## config.mk

```make
export PLATFORM = sky130hd
export DESIGN_NAME = apb_slave_regbank
export DESIGN_NICKNAME = d
export VERILOG_FILES = /design/src/rtl/apb_slave_regbank.sv
export SDC_FILE = /design/constraint.sdc
export NUM_CORES = 2
export LEC_CHECK = 0
export BUFFER_PORTS_ARGS = -buffer_cell sky130_fd_sc_hd__buf_2
export CAP_MARGIN = 0
export CELL_PAD_IN_SITES_DETAIL_PLACEMENT = 0
export CELL_PAD_IN_SITES_GLOBAL_PLACEMENT = 1
export CORE_MARGIN = 2
export CORE_UTILIZATION = 45
export CTS_CLUSTER_DIAMETER = 30
export DETAILED_ROUTE_END_ITERATION = 12
export PLACE_DENSITY = 0.72
export SLEW_MARGIN = 40
export SYNTH_ARGS = -nofsm -noshare
export SYNTH_HDL_FRONTEND = slang
export SYNTH_SLANG_ARGS = --single-unit
```

## constraint.sdc

```tcl
create_clock -name clk -period 2.32 [get_ports clk]
set_input_delay 0 -clock clk [delete_from_list [all_inputs] [get_ports clk]]
set_output_delay 0 -clock clk [all_outputs]
set_load 0.02 [all_outputs]
```

## src/rtl/apb_slave_regbank.sv

```systemverilog
// APB slave target with a word-addressed register bank, wait states and error reporting.
// Define APB_WSTRB_EN to add the strb port and per-byte write enables.
module apb_slave_regbank #(
  parameter int ADDR_WIDTH  = 16,
  parameter int DATA_WIDTH  = 32,
  parameter int DEPTH       = 64,
  parameter int BASE_ADDR   = 0,
  parameter int WAIT_CYCLES = 0,
  parameter int RO_WORDS    = 0
) (
  input  logic                    clk,
  input  logic                    rstn,
  input  logic                    sel,
  input  logic                    enable,
  input  logic                    write,
  input  logic [ADDR_WIDTH-1:0]   addr,
  input  logic [DATA_WIDTH-1:0]   wdata,
  input  logic                    other_error,
`ifdef APB_WSTRB_EN
  input  logic [DATA_WIDTH/8-1:0] strb,
`endif
  output logic [DATA_WIDTH-1:0]   rdata,
  output logic                    ready,
  output logic                    slave_error
);

  localparam int NB    = DATA_WIDTH / 8;
  localparam int LSB   = $clog2(NB);
  localparam int IDX_W = (DEPTH > 1) ? $clog2(DEPTH) : 1;
  localparam logic [ADDR_WIDTH:0]   BASE_EXT   = (ADDR_WIDTH+1)'(BASE_ADDR);
  localparam logic [ADDR_WIDTH-1:0] DEPTH_A    = ADDR_WIDTH'(DEPTH);
  localparam logic [ADDR_WIDTH-1:0] RO_START   = ADDR_WIDTH'(DEPTH - RO_WORDS);
  localparam logic [ADDR_WIDTH-1:0] ALIGN_MASK = ADDR_WIDTH'(NB - 1);
  localparam logic [3:0]            WAIT_INIT  = 4'(WAIT_CYCLES);

  typedef enum logic [1:0] {S_IDLE, S_WAIT, S_DONE} state_t;

  state_t                  state_q, state_d;
  logic [3:0]              cnt_q, cnt_d;
  logic [ADDR_WIDTH-1:0]   addr_q, addr_d;
  logic                    write_q, write_d;
  logic [DATA_WIDTH-1:0]   wdata_q, wdata_d;
  logic                    oerr_q, oerr_d;
  logic                    ready_q, ready_d;
  logic                    slverr_q, slverr_d;
  logic [DATA_WIDTH-1:0]   rdata_q, rdata_d;
  logic [DATA_WIDTH-1:0]   mem_q [DEPTH];
  logic [DATA_WIDTH-1:0]   mem_d [DEPTH];

  logic                    in_wait;
  logic [ADDR_WIDTH-1:0]   cur_addr;
  logic                    cur_write;
  logic [DATA_WIDTH-1:0]   cur_wdata;
  logic                    cur_oerr;
  logic [NB-1:0]           cur_strb;
  logic [ADDR_WIDTH:0]     diff;
  logic [ADDR_WIDTH-1:0]   offset;
  logic [ADDR_WIDTH-1:0]   index;
  logic [IDX_W-1:0]        idx;
  logic                    err;
  logic [DATA_WIDTH-1:0]   wmerge;
  logic                    complete;

`ifdef APB_WSTRB_EN
  logic [NB-1:0]           strb_q, strb_d;
`endif

  // With zero wait states the transfer completes on the setup edge, so the
  // live bus is decoded; otherwise the values captured at setup are used.
  always_comb begin
    in_wait   = (state_q == S_WAIT);
    cur_addr  = in_wait ? addr_q  : addr;
    cur_write = in_wait ? write_q : write;
    cur_wdata = in_wait ? wdata_q : wdata;
    cur_oerr  = in_wait ? oerr_q  : other_error;
`ifdef APB_WSTRB_EN
    cur_strb  = in_wait ? strb_q  : strb;
`else
    cur_strb  = '1;
`endif
    diff   = {1'b0, cur_addr} - BASE_EXT;
    offset = diff[ADDR_WIDTH-1:0];
    index  = offset >> LSB;
    idx    = index[IDX_W-1:0];
    err    = diff[ADDR_WIDTH]
           | (index >= DEPTH_A)
           | (|(offset & ALIGN_MASK))
           | (cur_write & (index >= RO_START))
           | cur_oerr;
    wmerge = mem_q[idx];
    for (int i = 0; i < NB; i++) begin
      if (cur_strb[i]) wmerge[8*i +: 8] = cur_wdata[8*i +: 8];
    end
  end

  always_comb begin
    state_d  = state_q;
    cnt_d    = cnt_q;
    addr_d   = addr_q;
    write_d  = write_q;
    wdata_d  = wdata_q;
    oerr_d   = oerr_q;
`ifdef APB_WSTRB_EN
    strb_d   = strb_q;
`endif
    ready_d  = 1'b0;
    slverr_d = 1'b0;
    rdata_d  = rdata_q;
    mem_d    = mem_q;
    complete = 1'b0;

    case (state_q)
      S_IDLE, S_DONE: begin
        state_d = S_IDLE;
        if (sel && !enable) begin
          addr_d  = addr;
          write_d = write;
          wdata_d = wdata;
          oerr_d  = other_error;
`ifdef APB_WSTRB_EN
          strb_d  = strb;
`endif
          cnt_d   = WAIT_INIT;
          if (WAIT_CYCLES == 0) complete = 1'b1;
          else                  state_d  = S_WAIT;
        end
      end
      S_WAIT: begin
        if (!sel) begin
          state_d = S_IDLE;
          cnt_d   = '0;
        end else if (enable) begin
          if (cnt_q <= 4'd1) complete = 1'b1;
          else               cnt_d    = cnt_q - 4'd1;
        end
      end
      default: state_d = S_IDLE;
    endcase

    if (complete) begin
      state_d  = S_DONE;
      cnt_d    = '0;
      ready_d  = 1'b1;
      slverr_d = err;
      rdata_d  = (err || cur_write) ? '0 : mem_q[idx];
      if (!err && cur_write) mem_d[idx] = wmerge;
    end
  end

  always_ff @(posedge clk or negedge rstn) begin
    if (!rstn) begin
      state_q  <= S_IDLE;
      cnt_q    <= '0;
      addr_q   <= '0;
      write_q  <= 1'b0;
      wdata_q  <= '0;
      oerr_q   <= 1'b0;
`ifdef APB_WSTRB_EN
      strb_q   <= '0;
`endif
      ready_q  <= 1'b0;
      slverr_q <= 1'b0;
      rdata_q  <= '0;
      mem_q    <= '{default: '0};
    end else begin
      state_q  <= state_d;
      cnt_q    <= cnt_d;
      addr_q   <= addr_d;
      write_q  <= write_d;
      wdata_q  <= wdata_d;
      oerr_q   <= oerr_d;
`ifdef APB_WSTRB_EN
      strb_q   <= strb_d;
`endif
      ready_q  <= ready_d;
      slverr_q <= slverr_d;
      rdata_q  <= rdata_d;
      mem_q    <= mem_d;
    end
  end

  assign rdata       = rdata_q;
  assign ready       = ready_q;
  assign slave_error = slverr_q;

endmodule
```

======== Word-level counts from Yosys, hierarchy flattened ========
Index checks and enable logic that the tools add are counted.
word-level totals
  register bits ........................... 2,138
  bits of input ports ..................... 54
  output and inout bits ................... 34
  word-level logic and storage cells ...... 129
cells by class
  add/subtract/negate cells ............... 1
  $lt $le $gt $ge ......................... 4
  eq/ne operators ......................... 6
  multiplexer cells ....................... 27
  bitwise gates (word level) .............. 5
  reductions and logical operators ........ 13
operators by type and width
  operator                                                                               number
  2048-bit bitwise mux                                                                   1
  32-bit binary-select mux with 6-bit select                                             1
  32-bit demux with 6-bit select                                                         1
  32-bit two-way mux                                                                     5
  4-bit two-way mux                                                                      5
  16-bit two-way mux                                                                     1
  14-bit by 7-bit greater-or-equal comparator with 1-bit output (second input constant)  1
  1-bit two-way mux                                                                      8
  4-bit case mux with 2 select lines                                                     1
  7-bit greater-or-equal comparator (second input constant)                              1
  7-bit by 1-bit < comparator with 1-bit output (second input constant)                  1
  6-bit inverter with 7-bit output                                                       1
  2-bit two-way mux                                                                      3
  4-bit by 1-bit <= comparator with 1-bit output (second input constant)                 1
  4-bit by 3-bit inequality test with 1-bit output (second input constant)               1
  4-bit inequality test (second input constant)                                          1
  2-bit AND reduction                                                                    2
  4-bit AND reduction                                                                    1
  2-bit OR reduction                                                                     2
  4-bit by 1-bit subtractor with 4-bit output (second input constant)                    1
  1-bit logical AND                                                                      3
  3-bit by 2-bit inequality test with 1-bit output (second input constant)               1
  3-bit inequality test (second input constant)                                          1
  1-bit bitwise OR                                                                       3
  8 further kinds                                                                        9

======== Logic depth before layout (Yosys ltp) ========
  depth after elaboration ................. 9
  gate-level depth with buffers ........... 11
  mapped depth without buffers ............ 6

======== Least setup slack after synthesis ========
Ideal clock, no wire load.
  kind .................................... input -> register
  start point ............................. in addr[12]
  end point ............................... reg mem_q[1249] (netlist name)
  setup time .............................. 125 ps
  arrival time ............................ 1,802 ps
  required time ........................... 2,195 ps
  path slack .............................. 393 ps
  cell stages on the path ................. 8
  buffers on the path ..................... 2
  path through ............................ nor4_2 and2_1 and4_1 buf_6 nand3_2 nor2_2 buf_2 mux2_2
between the ends
  word-level cells in the longest chain between the ends .. 8
  elaborated cells on any way between the ends .. 9
  classes of those cells .................. 1 x order compare; 1 x mux; 4 x bitwise; 3 x reduce/logical
RTL lines
  element                                                            line    source
  start, declared                                                    16      input logic [ADDR_WIDTH-1:0] addr,
  16-bit two-way mux (*)                                             72      cur_addr = in_wait ? addr_q : addr;
  14-bit by 7-bit greater-or-equal comparator with 1-bit output (*)  86, 88
  1-bit bitwise OR or 1-bit AND (tied branches)                      87, 88
  1-bit bitwise OR (*)                                               88      | (cur_write & (index >= RO_START))
  1-bit bitwise OR (*)                                               89      | cur_oerr;
  1-bit zero test (*)                                                146     if (!err && cur_write) mem_d[idx] = wmerge;
  1-bit logical AND (*)                                              146
  2-bit AND reduction (no source line) (*)                           --
  end signal, assigned                                               178     mem_q <= mem_d;
  end, declared                                                      47      logic [DATA_WIDTH-1:0] mem_q [DEPTH];
Every way passes the cells marked *; elsewhere a longest branch is shown, timed or not.
A chain may end at the register's enable or synchronous reset.

======== Worst setup path in the final report ========
  start point ............................. in addr[2]
  end point ............................... reg rdata_q[14] (netlist: rdata[14])
between the ends
  word-level cells in the longest chain between the ends .. 7
  elaborated cells on any way between the ends .. 12
  classes of those cells .................. 1 x order compare; 5 x mux; 5 x bitwise; 1 x reduce/logical
RTL lines
  element                                                        line    source
  16-bit two-way mux (*)                                         72
  14-bit by 7-bit greater-or-equal comparator with 1-bit output  86, 88
  1-bit bitwise OR or 1-bit AND (tied branches)                  87, 88
  1-bit bitwise OR                                               88
  1-bit bitwise OR                                               89
  1-bit logical OR                                               145     rdata_d = (err || cur_write) ? '0 : mem_q[idx];
  32-bit two-way mux (*)                                         145
  end signal, assigned                                           177     rdata_q <= rdata_d;
  end, declared                                                  46      logic [DATA_WIDTH-1:0] rdata_q, rdata_d;
Every way passes the cells marked *; elsewhere a longest branch is shown, timed or not. The select of a mux whose other input is x is not followed.

==> impl_metrics.toml <==
[power_and_ir_drop]
internal_power_mw = 85.6
leakage_nw = 59.2
p_clk_share_pct = 61.8
sw_frac_of_total_pct = 22.2
powerDensity_nw_per_um2 = 905
finalPower_mw = 110
peakVddDrop_uv = 786
power_switching_mw = 24.5
combPwrFrac_pct = 5.1
pwr-share-seq_pct = 33.1

[sta]
fin_ws_ns = -0.0674
fin_tns_setup_ns = -0.0674
max_slew.worst_pin.slew_ns = 0.938
rsz0062_at_grt = "no"
slew_headroom_pct = 37.3
setup_viol = 1
drv_slew = 0
fin_skew_ns = 0.0831
final-hold-violation-count = 0
final.min_clock_period_ns = 2.39
finalCritPeriodShare_pct = 103
holdWs_ns = 0.100
fmax_mhz = 419

[grt]
grt_pass1_vias = 69800
track_usage_pct = 33.2
grt_remaining_overflow = 0
grt_max_degree = 129
antenna_found_initial = 20
grt_pass1_wl_um = 515000

[min_path]
worstHoldStart = "wdata[21]"
hold_class = "in2reg"
min_path_cells = 3
holdPathEnd = "mem_q[1909]"

[yosys]
yosys_warnings = 0
yosysTopAreaCell = "dfrtp_1"
ys_seq_elements = 2082
yosysMostFrequentCell = "dfrtp_1"
synth-seq-area-share_pct = 54.9
synth_top_area_share_pct = 54.9
syn_inst = 6806
ys_top_cells_by_count = "dfrtp_1, mux2_2, o22ai_1"
async_reset_ff_share_pct = 100
synth_nets = 6860
yosys-top-cells-area = "dfrtp_1, mux2_2, mux2_1, mux4_2, o22ai_1"
yosysUniqueCellTypes = 68
syn_area_sq_um = 94900
synthFlopType = "dfrtp_1"
synth_edf_count = 0
avgSynthCellArea_sq_um = 13.9

[place]
dp_hpwl_um = 228000
placed_cells = 9761
routabilityCongestion = 0.888
io_buffers = 87

[final_layout]
fin_nets = 7525
areaGrowthSynthToFinish_pct = 28.3
drive_above_1_share_pct = 49.1
instances_no_fill = 10700
final_util_pct = 58.1
fillers = 16300

[run_status]
violations = "negative setup slack"
outcome = "finished, violations left"

[critical_path]
rrSetupSlack_ns = 0.15
critPathLaunchType = "input pin"
end_kind = "register"
r2r-end = "rdata[11]"
reg2reg_depth = 6
cp_max_fo = 22
worstPathRequired_ns = 3.22
reg2reg_from = "mem_q[1931]"
crit_type = "in2reg"
cp_data_arrival_time_ns = 3.29

[floorplan]
fp.dieH_um = 463
fp.dieW_um = 463
pin_count = 88
core_region_area_sq_um = 210000
initial_core_util_pct = 45.3
rows = 168
die-area_sq_um = 214000

[drt]
avgRoutedWirePerCell_um = 33.8
firstDrtPassIters = 7
drtIter0Drc = 7462
route.detailed.drc = 0
drt_wl_total_um = 360000
vias_per_cell = 6.34
via_count = 67600
detail-route-antenna-nets = 0

[clocking]
root_buffer = "clkbuf_16"
clock-sinks = 2082
clkTransAtPathRegs_ns = 0.05
cts_made_buffers = 460
htree_levels = 5
cts_setup_buffers = 0
cts_tree = "done"
cts_buffer_depth = 4
worst_skew_pair.late_latency_ns = 0.99

[job]
timing.max_cap.violations = 0
[timing repair]
| item | 4_1_cts | 5_1_grt |
|---|---|---|
| setup endpoints to repair | 0 | 5 |
| hold buffers | 52 | 1 |
| hold endpoints to repair | 4062 | 1 |
| resized for setup | 0 | 7 |
[final cells by class]
type                    count  area [sq um]  share of cell area, %
clock buffers             606         13200                   10.8
well taps                2805          3510                   2.88
diodes                     12          30.0                 0.0247
flip-flops and latches   2082         52100                   42.8
inverters                   7          35.0                 0.0288
clock inverters           224          3140                   2.58
repair buffers            927         10100                   8.34
multi-input cells        3993         39500                   32.5
[per-layer routing]
| metal | track usage, % | up-vias | wire length (um) |
|---|---|---|---|
| met2 | 49.7 | 3546 | 160000 |
| met1 | 44.8 | 36200 | 146000 |
| met3 | 8.31 | 1003 | 33500 |
| met4 | 16.8 | 8 | 20200 |
| li1 | - | 26800 | - |
| met5 | 0 | - | 49 |
[power by group through the flow]
| stage | clock network [mW] | registers (mW) | logic [mW] |
|---|---|---|---|
| after detailed placement | 0 | 37.0 | 5.42 |
| after global placement | 0 | 37.0 | 5.37 |
| after global routing | 70.4 | 36.4 | 5.85 |
| final | 68.1 | 36.4 | 5.62 |
| after floorplan | 0 | 37.0 | 2.11 |
| after CTS | 68.4 | 36.4 | 5.52 |
[stage by stage]
stage / cell area [sq um] / worst slack [ns]
after floorplan: 94900 / 0.393
after global routing: 122000 / 0.0243
final: 122000 / -0.0674
after detailed placement: 105000 / -0.439
after CTS: 122000 / 0.0632
after global placement: 105000 / -0.553
[cell families (layout without fill, tap and decap cells)]
logic type	count (synthesis)	after routing	share of synthesized area, %
compound gates	1042	1042	7.54
other cells	0	12	0
buf+inv	731	1764	3.92
flops	2082	2082	54.9
simple gates	406	406	2.14
mux	2545	2545	31.5
[critical path: stages]
cell,delay [ns]
dlygate4sd3_1,0.56
buf_8,0.19
buf_12,0.22
nand2_4,0.21
buf_12,0.28
nor2_1,0.09
o31ai_1,0.38
o21ai_0,0.15
a2111oi_1,0.69
buf_4,0.24
a32o_1,0.16
[flip-flops by register name, indices dropped and copies added, names as in the netlist]
register     count
rdata           32
ready            1
slave_error      1
mem_q         2048
[layout by cell type (no fill, tap or decap), drive strengths merged, types with 52 or more instances in the layout]
master,count
a21oi,141
a22oi,62
buf,875
bufinv,74
clkbuf,606
clkinv,102
dfrtp,2082
dlygate4sd3,52
mux2,2239
mux2i,180
mux4,126
nand2,121
nor2,159
o21ai,138
o221ai,151
o22ai,319
[worst max-delay path by stage]
stage / startpoint / to
2_1_floorplan: addr[12] / mem_q[1249]
3_3_place_gp: addr[4] / rdata[14]
3_5_place_dp: addr[4] / rdata[13]
4_1_cts: addr[2] / rdata[14]
5_1_grt: addr[1] / rdata[28]
6_report: addr[2] / rdata[14]
No activity file was read; power rests on OpenSTA's default activity.
